$ cat config.mk
export PLATFORM = sky130hd
export DESIGN_NAME = sudoku_grid_loader
export DESIGN_NICKNAME = d
export VERILOG_FILES = /design/src/rtl/sudoku_pkg.sv /design/src/rtl/sudoku_digit_check.sv /design/src/rtl/sudoku_grid_loader.sv
export SDC_FILE = /design/constraint.sdc
export NUM_CORES = 1
export LEC_CHECK = 0
export BUFFER_PORTS_ARGS = -buffer_cell sky130_fd_sc_hd__buf_2
export CORE_UTILIZATION = 30
export CTS_BUF_LIST = sky130_fd_sc_hd__clkbuf_8
export CTS_CLUSTER_DIAMETER = 150
export DETAILED_ROUTE_END_ITERATION = 8
export PLACE_DENSITY_LB_ADDON = 0.05
export REMOVE_ABC_BUFFERS = 1
export SYNTH_ARGS = -nofsm -noshare
export SYNTH_HDL_FRONTEND = slang
export SYNTH_HIERARCHICAL = 1
export SYNTH_SLANG_ARGS = --single-unit
$ cat constraint.sdc
create_clock -name clk -period 12.44 [get_ports clk]
set_clock_uncertainty 0.15 [all_clocks]
set_input_delay 1.866 -clock clk [delete_from_list [all_inputs] [get_ports clk]]
set_output_delay 1.866 -clock clk [all_outputs]
set_load 0.03 [all_outputs]
$ cat src/rtl/sudoku_pkg.sv
// Shared widths and loader state encoding for the sudoku checker datapath.
// Consumed by the loader, hex-to-one-hot expansion and checker stages.
package sudoku_pkg;

    localparam int N          = 9;
    localparam int CELLS      = N * N;
    localparam int HEX_W      = 4;
    localparam int GRID_HEX_W = CELLS * HEX_W;
    localparam int GRID_BIN_W = CELLS * N;

    typedef enum logic [1:0] {
        IDLE = 2'd0,
        LOAD = 2'd1,
        FULL = 2'd2
    } loader_state_t;

endpackage

$ cat src/rtl/sudoku_digit_check.sv
// Sanitizes one cell digit: 0-9 pass through, A-F become 0 and raise illegal.
// Combinational, zero latency; no flow control.
module sudoku_digit_check
    import sudoku_pkg::*;
#(
    parameter int W = HEX_W
) (
    input  logic [W-1:0] digit,
    output logic [W-1:0] clean,
    output logic         illegal
);

    always_comb begin
        illegal = (digit > W'(9));
        clean   = illegal ? '0 : digit;
    end

endmodule

$ cat src/rtl/sudoku_grid_loader.sv
// Assembles 81 serial cell digits into a held 324-bit grid; grid_valid one cycle after beat 81.
// Backpressure: in_ready drops while a full grid is held and rises one cycle after grid_ack.
module sudoku_grid_loader #(
    parameter int N     = 9,
    parameter int HEX_W = 4
) (
    input  logic                   clk,
    input  logic                   rst,
    input  logic                   in_valid,
    output logic                   in_ready,
    input  logic [HEX_W-1:0]       in_digit,
    input  logic                   in_first,
    output logic [N*N*HEX_W-1:0]   grid_hex,
    output logic                   grid_valid,
    input  logic                   grid_ack,
    output logic                   err_digit,
    output logic                   err_frame,
    output logic [6:0]             cell_count
);
    import sudoku_pkg::*;

    localparam int NCELLS = N * N;
    localparam int GW     = NCELLS * HEX_W;

    loader_state_t    state, next_state;
    logic             accept, abort, ack, last_beat;
    logic [HEX_W-1:0] clean_digit;
    logic             illegal;

    sudoku_digit_check #(.W(HEX_W)) u_digit_check (
        .digit   (in_digit),
        .clean   (clean_digit),
        .illegal (illegal)
    );

    always_ff @(posedge clk or posedge rst) begin
        if (rst) state <= IDLE;
        else     state <= next_state;
    end

    always_comb begin
        next_state = state;
        grid_valid = 1'b0;
        accept     = in_valid && in_ready;
        abort      = accept && in_first && (state == LOAD);
        ack        = grid_ack && (state == FULL);
        last_beat  = accept && !abort && (cell_count == 7'(NCELLS - 1));
        case (state)
            IDLE: if (accept) next_state = LOAD;
            LOAD: if (last_beat) next_state = FULL;
            FULL: begin
                grid_valid = 1'b1;
                if (ack) next_state = IDLE;
            end
            default: next_state = IDLE;
        endcase
    end

    // Cell slot is addressed by cell_count, so an abort only has to clear and restart at 0.
    always_ff @(posedge clk or posedge rst) begin
        if (rst) begin
            grid_hex   <= '0;
            err_digit  <= 1'b0;
            err_frame  <= 1'b0;
            cell_count <= '0;
            in_ready   <= 1'b0;
        end else begin
            err_frame <= abort;
            in_ready  <= (next_state != FULL);
            if (ack) begin
                grid_hex   <= '0;
                err_digit  <= 1'b0;
                cell_count <= '0;
            end else if (abort) begin
                grid_hex   <= GW'(clean_digit);
                err_digit  <= illegal;
                cell_count <= 7'd1;
            end else if (accept) begin
                for (int i = 0; i < NCELLS; i++) begin
                    if (cell_count == 7'(i)) grid_hex[i*HEX_W +: HEX_W] <= clean_digit;
                end
                err_digit  <= err_digit | illegal;
                cell_count <= cell_count + 7'd1;
            end
        end
    end

endmodule
# After elaboration in Yosys (flattened, before gate mapping)
# Index checks and enable logic that the tools add are counted.
[word_totals]
reg_bits = 336
in_bits = 9
out_inout_bits = 335
wordCells = 440
[classes]
n_addsub = 1
n_lt_le_gt_ge = 1
n_eq_ne = 83
n_mux = 96
n_bitwise = 1
n_reduce_logical = 172
[ops]
columns = ["op", "n"]
rows = [
  ["two-way mux 324 bit", 3],
  ["two-way mux 4 bit", 82],
  ["nonzero test 3 bit", 82],
  ["equality test 7 x 6 -> 1 bit, second input constant", 32],
  ["AND reduction 2 bit", 81],
  ["equality test 7 bit, second input constant", 17],
  ["equality test 7 x 5 -> 1 bit, second input constant", 16],
  ["equality test 7 x 4 -> 1 bit, second input constant", 8],
  ["equality test 7 x 3 -> 1 bit, second input constant", 4],
  ["two-way mux 7 bit", 3],
  ["equality test 7 x 2 -> 1 bit, second input constant", 2],
  ["adder 7 x 1 -> 7 bit, second input constant", 1],
  ["equality test 7 x 1 -> 1 bit, second input constant", 1],
  ["zero test 7 bit", 1],
  ["logical AND 1 bit", 6],
  ["two-way mux 2 bit", 3],
  ["case mux 2 bit (3 select lines)", 1],
  ["greater-than comparator 4 bit, second input constant", 1],
  ["two-way mux 1 bit", 4],
  ["equality test 2 x 1 -> 1 bit, second input constant", 1],
  ["equality test 2 bit, second input constant", 1],
  ["zero test 2 bit", 1],
  ["!= test 2 bit, second input constant", 1],
  ["zero test 1 bit", 1],
  ["bitwise OR 1 bit", 1],
]

# Logic depth before layout (Yosys ltp)
# Gate-level depths: netlist of run 1.
[depth]
depth_word = 9
mapped_depth = 8

# By module
# Netlist of run 1, hierarchy kept.
[by_module_without_submodules]
columns = ["module", "n_inst", "cells_each", "area_per_inst_um2"]
rows = [
  ["sudoku_grid_loader", 1, 1250, 13540.5],
  ["sudoku_digit_check", 1, 5, 36.3],
]

# Worst setup path after synthesis of run 1
# Ideal clock, no wire load.
[synth_path]
path_kind = "input port to flip-flop"
start = "in in_valid"
end = "reg grid_hex[131]"
setup_time_ns = 0.143
arrival_time_ns = 3.039
path_slack_ns = 9.109
cell_stages = 6
path_buffers = 2
cell_sequence = "and2_1 clkbuf_1 clkbuf_1 o211ai_1 nand3_1 o21ai_0"
[synth_via]
elab_chain_len = 5
word_cells_on_any_way = 8
cone_classes = "2 x mux; 6 x reduce/logical"
[synth_rtl]
columns = ["item", "line_no", "source"]
rows = [
  ["start: declaration", "sudoku_grid_loader.sv:9", "input logic in_valid,"],
  ["logical AND 1 bit *", "sudoku_grid_loader.sv:44", "accept = in_valid && in_ready;"],
  ["logical AND 1 bit (2 in series)", "sudoku_grid_loader.sv:45", "abort = accept && in_first && (state == LOAD);"],
  ["nonzero test 3 bit (no source line) or two-way mux 324 bit (tied branches)", "-", ""],
  ["AND reduction 2 bit (no source line) or two-way mux 324 bit (tied branches)", "-", ""],
  ["end signal: assignment", "sudoku_grid_loader.sv:75", "grid_hex <= GW'(clean_digit);"],
  ["end signal: indexed assignment", "sudoku_grid_loader.sv:80", "if (cell_count == 7'(i)) grid_hex[i*HEX_W +: HEX_W] <= clean_digit;"],
  ["end: declaration", "sudoku_grid_loader.sv:13", "output logic [N*N*HEX_W-1:0] grid_hex,"],
]
# Mark *: on every way between the ends. The rest lies on a longest branch, timed or not.
# A chain may end at the register's enable or synchronous reset.

# Worst setup path after layout of run 1
[layout_path]
start = "in grid_ack"
end = "reg grid_hex[81]"
[layout_via]
elab_chain_len = 3
word_cells_on_any_way = 5
cone_classes = "1 x mux; 4 x reduce/logical"
[layout_rtl]
columns = ["item", "line_no", "source"]
rows = [
  ["start: declaration", "sudoku_grid_loader.sv:15", "input logic grid_ack,"],
  ["logical AND 1 bit *", "sudoku_grid_loader.sv:46", "ack = grid_ack && (state == FULL);"],
  ["nonzero test 3 bit (no source line)", "-", ""],
  ["AND reduction 2 bit (no source line)", "-", ""],
]
# Marked as above.

==> flow_summary.toml, run 1 <==
[synthesis]
ys_warn_count = 6
synth.cell_area_um2 = 13600
synth-seq-area-share_pct = 61.9
syn_inst = 1255
synth.distinct_cells = 35
avgSynthCellArea_um2 = 10.8
ys_seq_elements = 336

[clock_network]
h-tree-depth = 2
numCtsBuffers = 61
clockBufferDepth = 3
post_cts_resized = 0
cts_hold_buf = 0
post-cts-setup-buffers = 0
cts_tree = "done"
clk_latency_ns = 0.65
clock_sinks = 336
clk_pin_slew_ns = 0.05
root_buffer = "clkbuf_8"

[detailed_routing]
vias = 10741
vias_per_cell = 4.88
ant_nets = 0
drc = 0
initialDrtViolationCount = 633
routedWlPerCell_um = 21.0
drt_wl_total_mm = 46.2
drt_first_pass_iters = 4

[cells_and_area]
drive_above_1_share_pct = 27.8
layout_common_cells = "buf_2, dfrtp_1, o21ai_0"
final_common_cell = "buf_2"
final_cells = 2200
fin_nets = 1582
area_growth_pct = 23.9

[floorplan]
die_area_um2 = 46100
core_um2 = 44400
die_y_um = 215
boundaryPins = 344
dieWidth_um = 215
rows = 77
initial_core_util_pct = 30.6

[min_path]
hp-class = "flop to flop"
min_from = "grid_hex[116]$_DFFE_PP0P_"
hold_depth = 2
hold_path_end = "grid_hex[116]$_DFFE_PP0P_"

[sta]
hold_violations = 0
period_share_pct = 40.6
setup_ws_ns = 7.39
tns_ns = 0
max_clock_freq_mhz = 198
maxSlewViolCount = 0
min_period_ns = 5.05
whs_ns = 0.338
setup_viol = 0
rsz0062_at_grt = "no"
worst_pin_slew_ns = 1.29
slew_headroom_pct = 14.2

[placement]
dp_slack_ns = 6.75
dpl.hpwl_mm = 28.6
numPortBuffers = 343
routabilityCongestion = 0.738
post-place-cells = 2098

[global_routing]
globalRouteOverflowTotal = 0
grt_pass1_wl_mm = 70.6
antenna_found_initial = 2
grt_pass1_vias = 10866
grt_usage_pct = 20.0
grt_max_degree = 223

[critical_path]
reg2reg_to = "grid_hex[81]$_DFFE_PP0P_"
worst_ep_required_time_ns = 12.84
worst_setup_path_start_kind = "input pin"
ff2ff_path_depth = 7
rr_startpoint = "state[0]$_DFF_PP0_"
critical_path_class = "input pin to flop"
critPathArrivalTime_ns = 5.45
worst_setup_path_end_kind = "flop"
reg2reg_slack_ns = 8.24
cp_max_fo = 222

[flow_run]
drv_cap = 0

[run_status]
status = "finished clean"

[pwr]
power.total_mw = 2.27
leakagePower_nw = 8.62
vdd_drop_max_v = 0.0000650
power_density_nw_per_um2 = 135
Yosys cell counts:
master	instances	share of area [%]
a211oi_1	1	0.055
a21boi_0	1	0.055
a21boi_1	1	0.055
a21oi_1	4	0.15
a31oi_1	2	0.092
a31oi_4	1	0.16
and2_1	9	0.41
and3_1	5	0.23
and3b_1	10	0.65
buf_1	1	0.028
buf_2	20	0.74
buf_4	25	1.4
clkbuf_1	56	1.5
clkbuf_2	3	0.11
dfrtp_1	336	62
ha_1	4	0.37
inv_1	8	0.22
mux2i_1	68	5.0
nand2_1	81	2.2
nand3_1	257	9.5
nand3b_1	2	0.11
nor2_1	10	0.28
nor2b_1	5	0.23
nor2b_2	1	0.065
nor3_1	1	0.037
nor3b_1	5	0.28
nor3b_2	3	0.28
nor4b_1	2	0.13
o2111ai_1	3	0.19
o211ai_1	64	3.5
o21a_1	1	0.055
o21ai_0	260	9.6
o21ai_2	1	0.065
xnor2_1	1	0.065
xor2_1	3	0.19
per-stage QoR:
stage / util, % / instance area (um^2)
after floorplan: - / 13100
after global placement: 35.3 / 15700
after detailed placement: 35.3 / 15700
after CTS: 37.9 / 16800
after global routing: 37.9 / 16800
final: 37.9 / 16800
cell families after synthesis:
family	count (synthesis)	synth area share, %
AOI/OAI and AO/OA	339	14.0
xor gates and xnor gates	4	0.258
adders and majority gates	4	0.369
buffers and inverters	113	4.03
DFF	336	61.9
muxes	68	5.01
and+or+nand+nor	391	14.4
registers in the layout, summed over array words and instances (netlist names):
signal,cells
cell_count,7
state,2
err_frame,1
grid_hex,324
in_ready,1
err_digit,1
worst max-delay path by stage:
stage	from	end
floorplan	rst	cell_count[0]$_DFFE_PP0P_
global placement	grid_ack	grid_hex[233]$_DFFE_PP0P_
global route	grid_ack	grid_hex[269]$_DFFE_PP0P_
finish	grid_ack	grid_hex[81]$_DFFE_PP0P_
CTS	grid_ack	grid_hex[81]$_DFFE_PP0P_
detailed placement	grid_ack	grid_hex[173]$_DFFE_PP0P_
report_power, final:
group	internal (mW)	switching [mW]	total, mW
Sequential	1.11	0.0172	1.12
Clock	0.532	0.457	0.989
Combinational	0.0315	0.129	0.160
cell type report:
cell class / instances / area [um^2]
well taps: 592 / 741
inverters: 8 / 37.5
flip-flops and latches: 336 / 8410
diodes: 1 / 2.50
clock inverters: 26 / 98.8
repair buffers: 356 / 1840
multi-input cells: 806 / 4660
clock buffers: 75 / 1030
fillers: 4596 / 27600
per-layer routing:
| layer | vias up | global-route usage, % | wire (um) |
|---|---|---|---|
| met5 | - | 0 | 12 |
| met4 | 2 | 6.10 | 940 |
| li1 | 5134 | - | - |
| met1 | 5253 | 27.4 | 21200 |
| met2 | 278 | 30.2 | 20700 |
| met3 | 74 | 5.93 | 3250 |
critical path, cell delays in order:
cell	delay, ns
buf_2	0.11
and3b_2	0.20
buf_4	0.35
a31oi_4	0.27
buf_12	0.58
nand2_2	0.83
buf_4	0.57
o21ai_0	0.25
(Power assumes the default switching activity.)
==> run 2, diff against run 1 <==
clock period = 4.2 ns   (was 12.44 ns; I/O delays follow)
==> flow_summary.toml, run 2 (synthesized netlist as in run 1, its figures left out) <==
[detailed_routing]
drt_wl_total_mm = 47.2
drt_first_pass_iters = 4
vias_per_cell = 4.90
initialDrtViolationCount = 571
ant_nets = 0
routedWlPerCell_um = 21.4
drc = 0
vias = 10841

[sta]
maxSlewViolCount = 0
slew_headroom_pct = 37.0
hold_violations = 0
max_clock_freq_mhz = 357
period_share_pct = 66.6
min_period_ns = 2.80
rsz0062_at_grt = "no"
worst_pin_slew_ns = 0.945
setup_viol = 0

[pwr]
swShare_pct = 26.8
p_comb_share_pct = 7.3
p_int_mw = 4.98
leakagePower_nw = 8.69
power.total_mw = 6.80
p_seq_share_pct = 48.9
vdd_drop_max_v = 0.000204
p_sw_mw = 1.82
power_density_nw_per_um2 = 400
clkPwrFrac_pct = 43.8

[cells_and_area]
drive_above_1_share_pct = 28.5
final_common_cell = "buf_2"
fin_nets = 1591
largest_reg_flops = 324
fin_area_um2 = 17000
area_growth_pct = 25.1
reg.largest.list = "grid_hex x324, cell_count x7, state x2"
layout_common_cells = "buf_2, dfrtp_1, o21ai_0"
top_register = "grid_hex"

[clock_network]
cts_tree = "done"
h-tree-depth = 2
clock_sinks = 336
clk_latency_ns = 0.66
root_buffer = "clkbuf_8"
clockBufferDepth = 3
post_cts_resized = 0
clk_pin_slew_ns = 0.06
numCtsBuffers = 60
post-cts-setup-buffers = 0

[floorplan]
initial_core_util_pct = 30.6
die_area_um2 = 46100
boundaryPins = 344
die_y_um = 215
rows = 77
core_um2 = 44400
dieWidth_um = 215

[run_status]
status = "finished clean"

[critical_path]
critPathArrivalTime_ns = 3.21
reg2reg_slack_ns = 1.40
worst_setup_path_start_kind = "flop"
cp_max_fo = 77
worst_setup_path_end_kind = "flop"
critical_path_class = "flop to flop"
worst_ep_required_time_ns = 4.61

[global_routing]
grt_pass1_wl_mm = 72.4
grt_max_degree = 191
antenna_found_initial = 2
grt_pass1_vias = 11070
globalRouteOverflowTotal = 0
grt_usage_pct = 20.6

[min_path]
hp-class = "input pin to flop"

[flow_run]
drv_cap = 0

[placement]
numPortBuffers = 343
place_area_um2 = 15800
dpl.hpwl_mm = 28.9
routabilityCongestion = 0.733
[run 2: repair_timing]
item	in CTS	in global routing
hold buffers	1	0
setup endpoints to repair	0	0
endpoints found under the hold margin	86	0
[run 2: layout make-up]
cell class	count	area [um^2]
clock inverter	26	110
antenna	1	2.50
sequential	336	8410
clock buffer	76	1050
timing repair buffer	366	1980
multi-input combinational	806	4660
fill	4615	27400
inverter	8	37.5
tap	592	741
[run 2: critical path: stages (launching register included)]
cell	delay, ns
dfrtp_1	0.42
and3b_2	0.25
a31oi_4	0.21
buf_4	0.71
buf_4	0.62
nand2_1	0.11
mux2i_1	0.15
[run 2: per-stage QoR]
step | setup slack (ns) | util (%) | hold slack, ns | TNS [ns] | std cells
3_5_place_dp | 1.04 | 35.6 | 0.335 | 0 | 2107
2_1_floorplan | -5.89 | - | 0.314 | -3371.93 | 1150
5_1_grt | 1.13 | 38.2 | 0.145 | 0 | 2210
6_report | 1.40 | 38.2 | 0.158 | 0 | 2211
3_3_place_gp | 1.11 | 35.6 | 0.327 | 0 | 2107
4_1_cts | 1.32 | 38.2 | 0.0920 | 0 | 2210
[run 2: per-layer routing]
metal  share of wire (%)  track usage [%]
met2                  45             31.7
met1                  46             28.1
met4                 1.9             5.74
met5               0.038                0
met3                 6.9             5.73
[run 2: final timing paths]
check,endpoint,start,cells past startpoint
worst min-delay path,in_ready$_DFF_PP0_,grid_ack,3
worst max register to register,grid_hex[7]$_DFFE_PP0P_,state[0]$_DFF_PP0_,6
min in group asynchronous,grid_hex[235]$_DFFE_PP0P_,rst,3
worst min register to register,grid_hex[279]$_DFFE_PP0P_,grid_hex[279]$_DFFE_PP0P_,2
max in group asynchronous,grid_hex[312]$_DFFE_PP0P_,rst,4
worst max-delay path,grid_hex[7]$_DFFE_PP0P_,state[0]$_DFF_PP0_,6
[run 2: power groups by stage]
stage	sequential (mW)	combinational, mW	clock (mW)
after CTS	3.32	0.514	3.10
final	3.32	0.497	2.98
after global routing	3.33	0.543	3.23
after global placement	3.38	0.512	0
after floorplan	3.44	0.211	0
after detailed placement	3.38	0.512	0
==> run 3, diff against run 2 <==
clock period = 2.4 ns   (was 4.2 ns; I/O delays follow)
==> flow_summary.toml, run 3 (synthesized netlist as in run 1, its figures left out) <==
[critical_path]
rr_startpoint = "cell_count[6]$_DFFE_PP0P_"
crit_path_end = "grid_hex[117]$_DFFE_PP0P_"
crit_start = "cell_count[6]$_DFFE_PP0P_"
cp_max_fo = 8
critPathArrivalTime_ns = 2.55
reg2reg_slack_ns = 0.20
worst_ep_required_time_ns = 2.75
reg2reg_to = "grid_hex[117]$_DFFE_PP0P_"
ff2ff_path_depth = 7
worst_setup_path_end_kind = "flop"
critical_path_class = "flop to flop"
worst_setup_path_start_kind = "flop"

[clock_network]
clk_pin_slew_ns = 0.06
clk_latency_ns = 0.65
clockBufferDepth = 3
h-tree-depth = 2
post-cts-setup-buffers = 0
root_buffer = "clkbuf_8"
numCtsBuffers = 59
cts_tree = "done"
clock_sinks = 336

[global_routing]
globalRouteOverflowTotal = 0
met1_usage_pct = 29.0
antenna_found_initial = 0
grt_usage_pct = 20.7
met3_usage_pct = 5.77
grt_pass1_wl_mm = 73.1
grt_max_degree = 80
use_met2_pct = 31.4
grt_most_used_layer = "met2"
grt_pass1_vias = 11337

[placement]
place_area_um2 = 16300
routabilityCongestion = 0.733
dp_slack_ns = 0.0761
numPortBuffers = 343
dpl.hpwl_mm = 31.2

[pwr]
leakagePower_nw = 8.98
vdd_drop_max_v = 0.000324
power_density_nw_per_um2 = 679
power.total_mw = 11.9

[sta]
max_clock_freq_mhz = 455
hold_violations = 0
min_period_ns = 2.20
setup_viol = 0
worst_pin_slew_ns = 0.668
slew_headroom_pct = 55.3
tns_ns = 0
maxSlewViolCount = 0
rsz0062_at_grt = "no"
period_share_pct = 91.6
setup_ws_ns = 0.202
whs_ns = 0.121

[detailed_routing]
vias_per_cell = 4.88
vias = 11025
drt_wl_total_mm = 47.3
initialDrtViolationCount = 636
routedWlPerCell_um = 20.9
drc = 0
ant_nets = 0
drt_first_pass_iters = 5

[cells_and_area]
seq_area_um2 = 8410
layout_common_cells = "buf_2, dfrtp_1, o21ai_0"
n_fill_cell = 4535
top_register = "grid_hex"
multi_input_area_um2 = 4670
drive_above_1_share_pct = 29.8
reg.largest.list = "grid_hex x324, cell_count x7, state x2"
fin_area_um2 = 17500
fin_nets = 1640
largest_reg_flops = 324
antenna_cells = 0
final_common_cell = "buf_2"
area_growth_pct = 28.6

[floorplan]
die_y_um = 215
core_um2 = 44400
dieWidth_um = 215
die_area_um2 = 46100
rows = 77
boundaryPins = 344
initial_core_util_pct = 30.6

[min_path]
hp-class = "input pin to asynchronous set/reset pin"

[run_status]
status = "finished clean"

[flow_run]
drv_cap = 0
run 3: how the worst min path moves through the flow:
stage	start	endpoint	slack [ns]	depth (start not counted)
global route	rst	grid_hex[176]$_DFFE_PP0P_	0.12	3
global placement	rst	grid_hex[176]$_DFFE_PP0P_	0.24	2
floorplan	state[1]$_DFF_PP0_	state[0]$_DFF_PP0_	0.31	1
finish	rst	grid_hex[176]$_DFFE_PP0P_	0.12	3
CTS	rst	grid_hex[176]$_DFFE_PP0P_	0.08	3
detailed placement	rst	grid_hex[176]$_DFFE_PP0P_	0.25	2
run 3: area by class of cell:
cell class                      instances  area share [%]
Timing Repair Buffer                  416            14.3
Clock buffer                           73            5.75
Tap cell                              592            4.24
Sequential cell                       336            48.2
Multi-Input combinational cell        806            26.7
Clock inverter                         27           0.595
Inverter                                8           0.215
run 3: layer usage:
layer / wire length, um / vias up
met3: 2950 / 62
met4: 779 / 0
met1: 22500 / 5422
met2: 21100 / 285
met5: 0 / -
li1: - / 5256
run 3: what timing repair did:
action | CTS | global route
endpoints found under the hold margin | 342 | 0
resized for setup | 0 | 1
hold buffers | 9 | 0
endpoints found under the setup margin | 0 | 16
run 3: worst max-delay path: stages, from the launching register on:
cell and delay [ns]:
dfrtp_1 0.42, buf_4 0.19, nor3b_4 0.22, buf_4 0.25
buf_4 0.25, o211ai_1 0.30, nand3_1 0.17, o21ai_0 0.09
run 3: power by group:
| group | switching (mW) | internal [mW] | total (mW) | leakage (nW) |
|---|---|---|---|---|
| Sequential | 0.0518 | 5.73 | 5.78 | 4.67 |
| Clock | 2.37 | 2.69 | 5.06 | 0.666 |
| Combinational | 0.735 | 0.271 | 1.01 | 3.64 |
run 3: metrics by stage:
stage	cells	utilization, %
floorplan	1150	-
global placement	2149	36.6
detailed placement	2149	36.6
CTS	2258	39.3
global route	2258	39.3
finish	2258	39.3
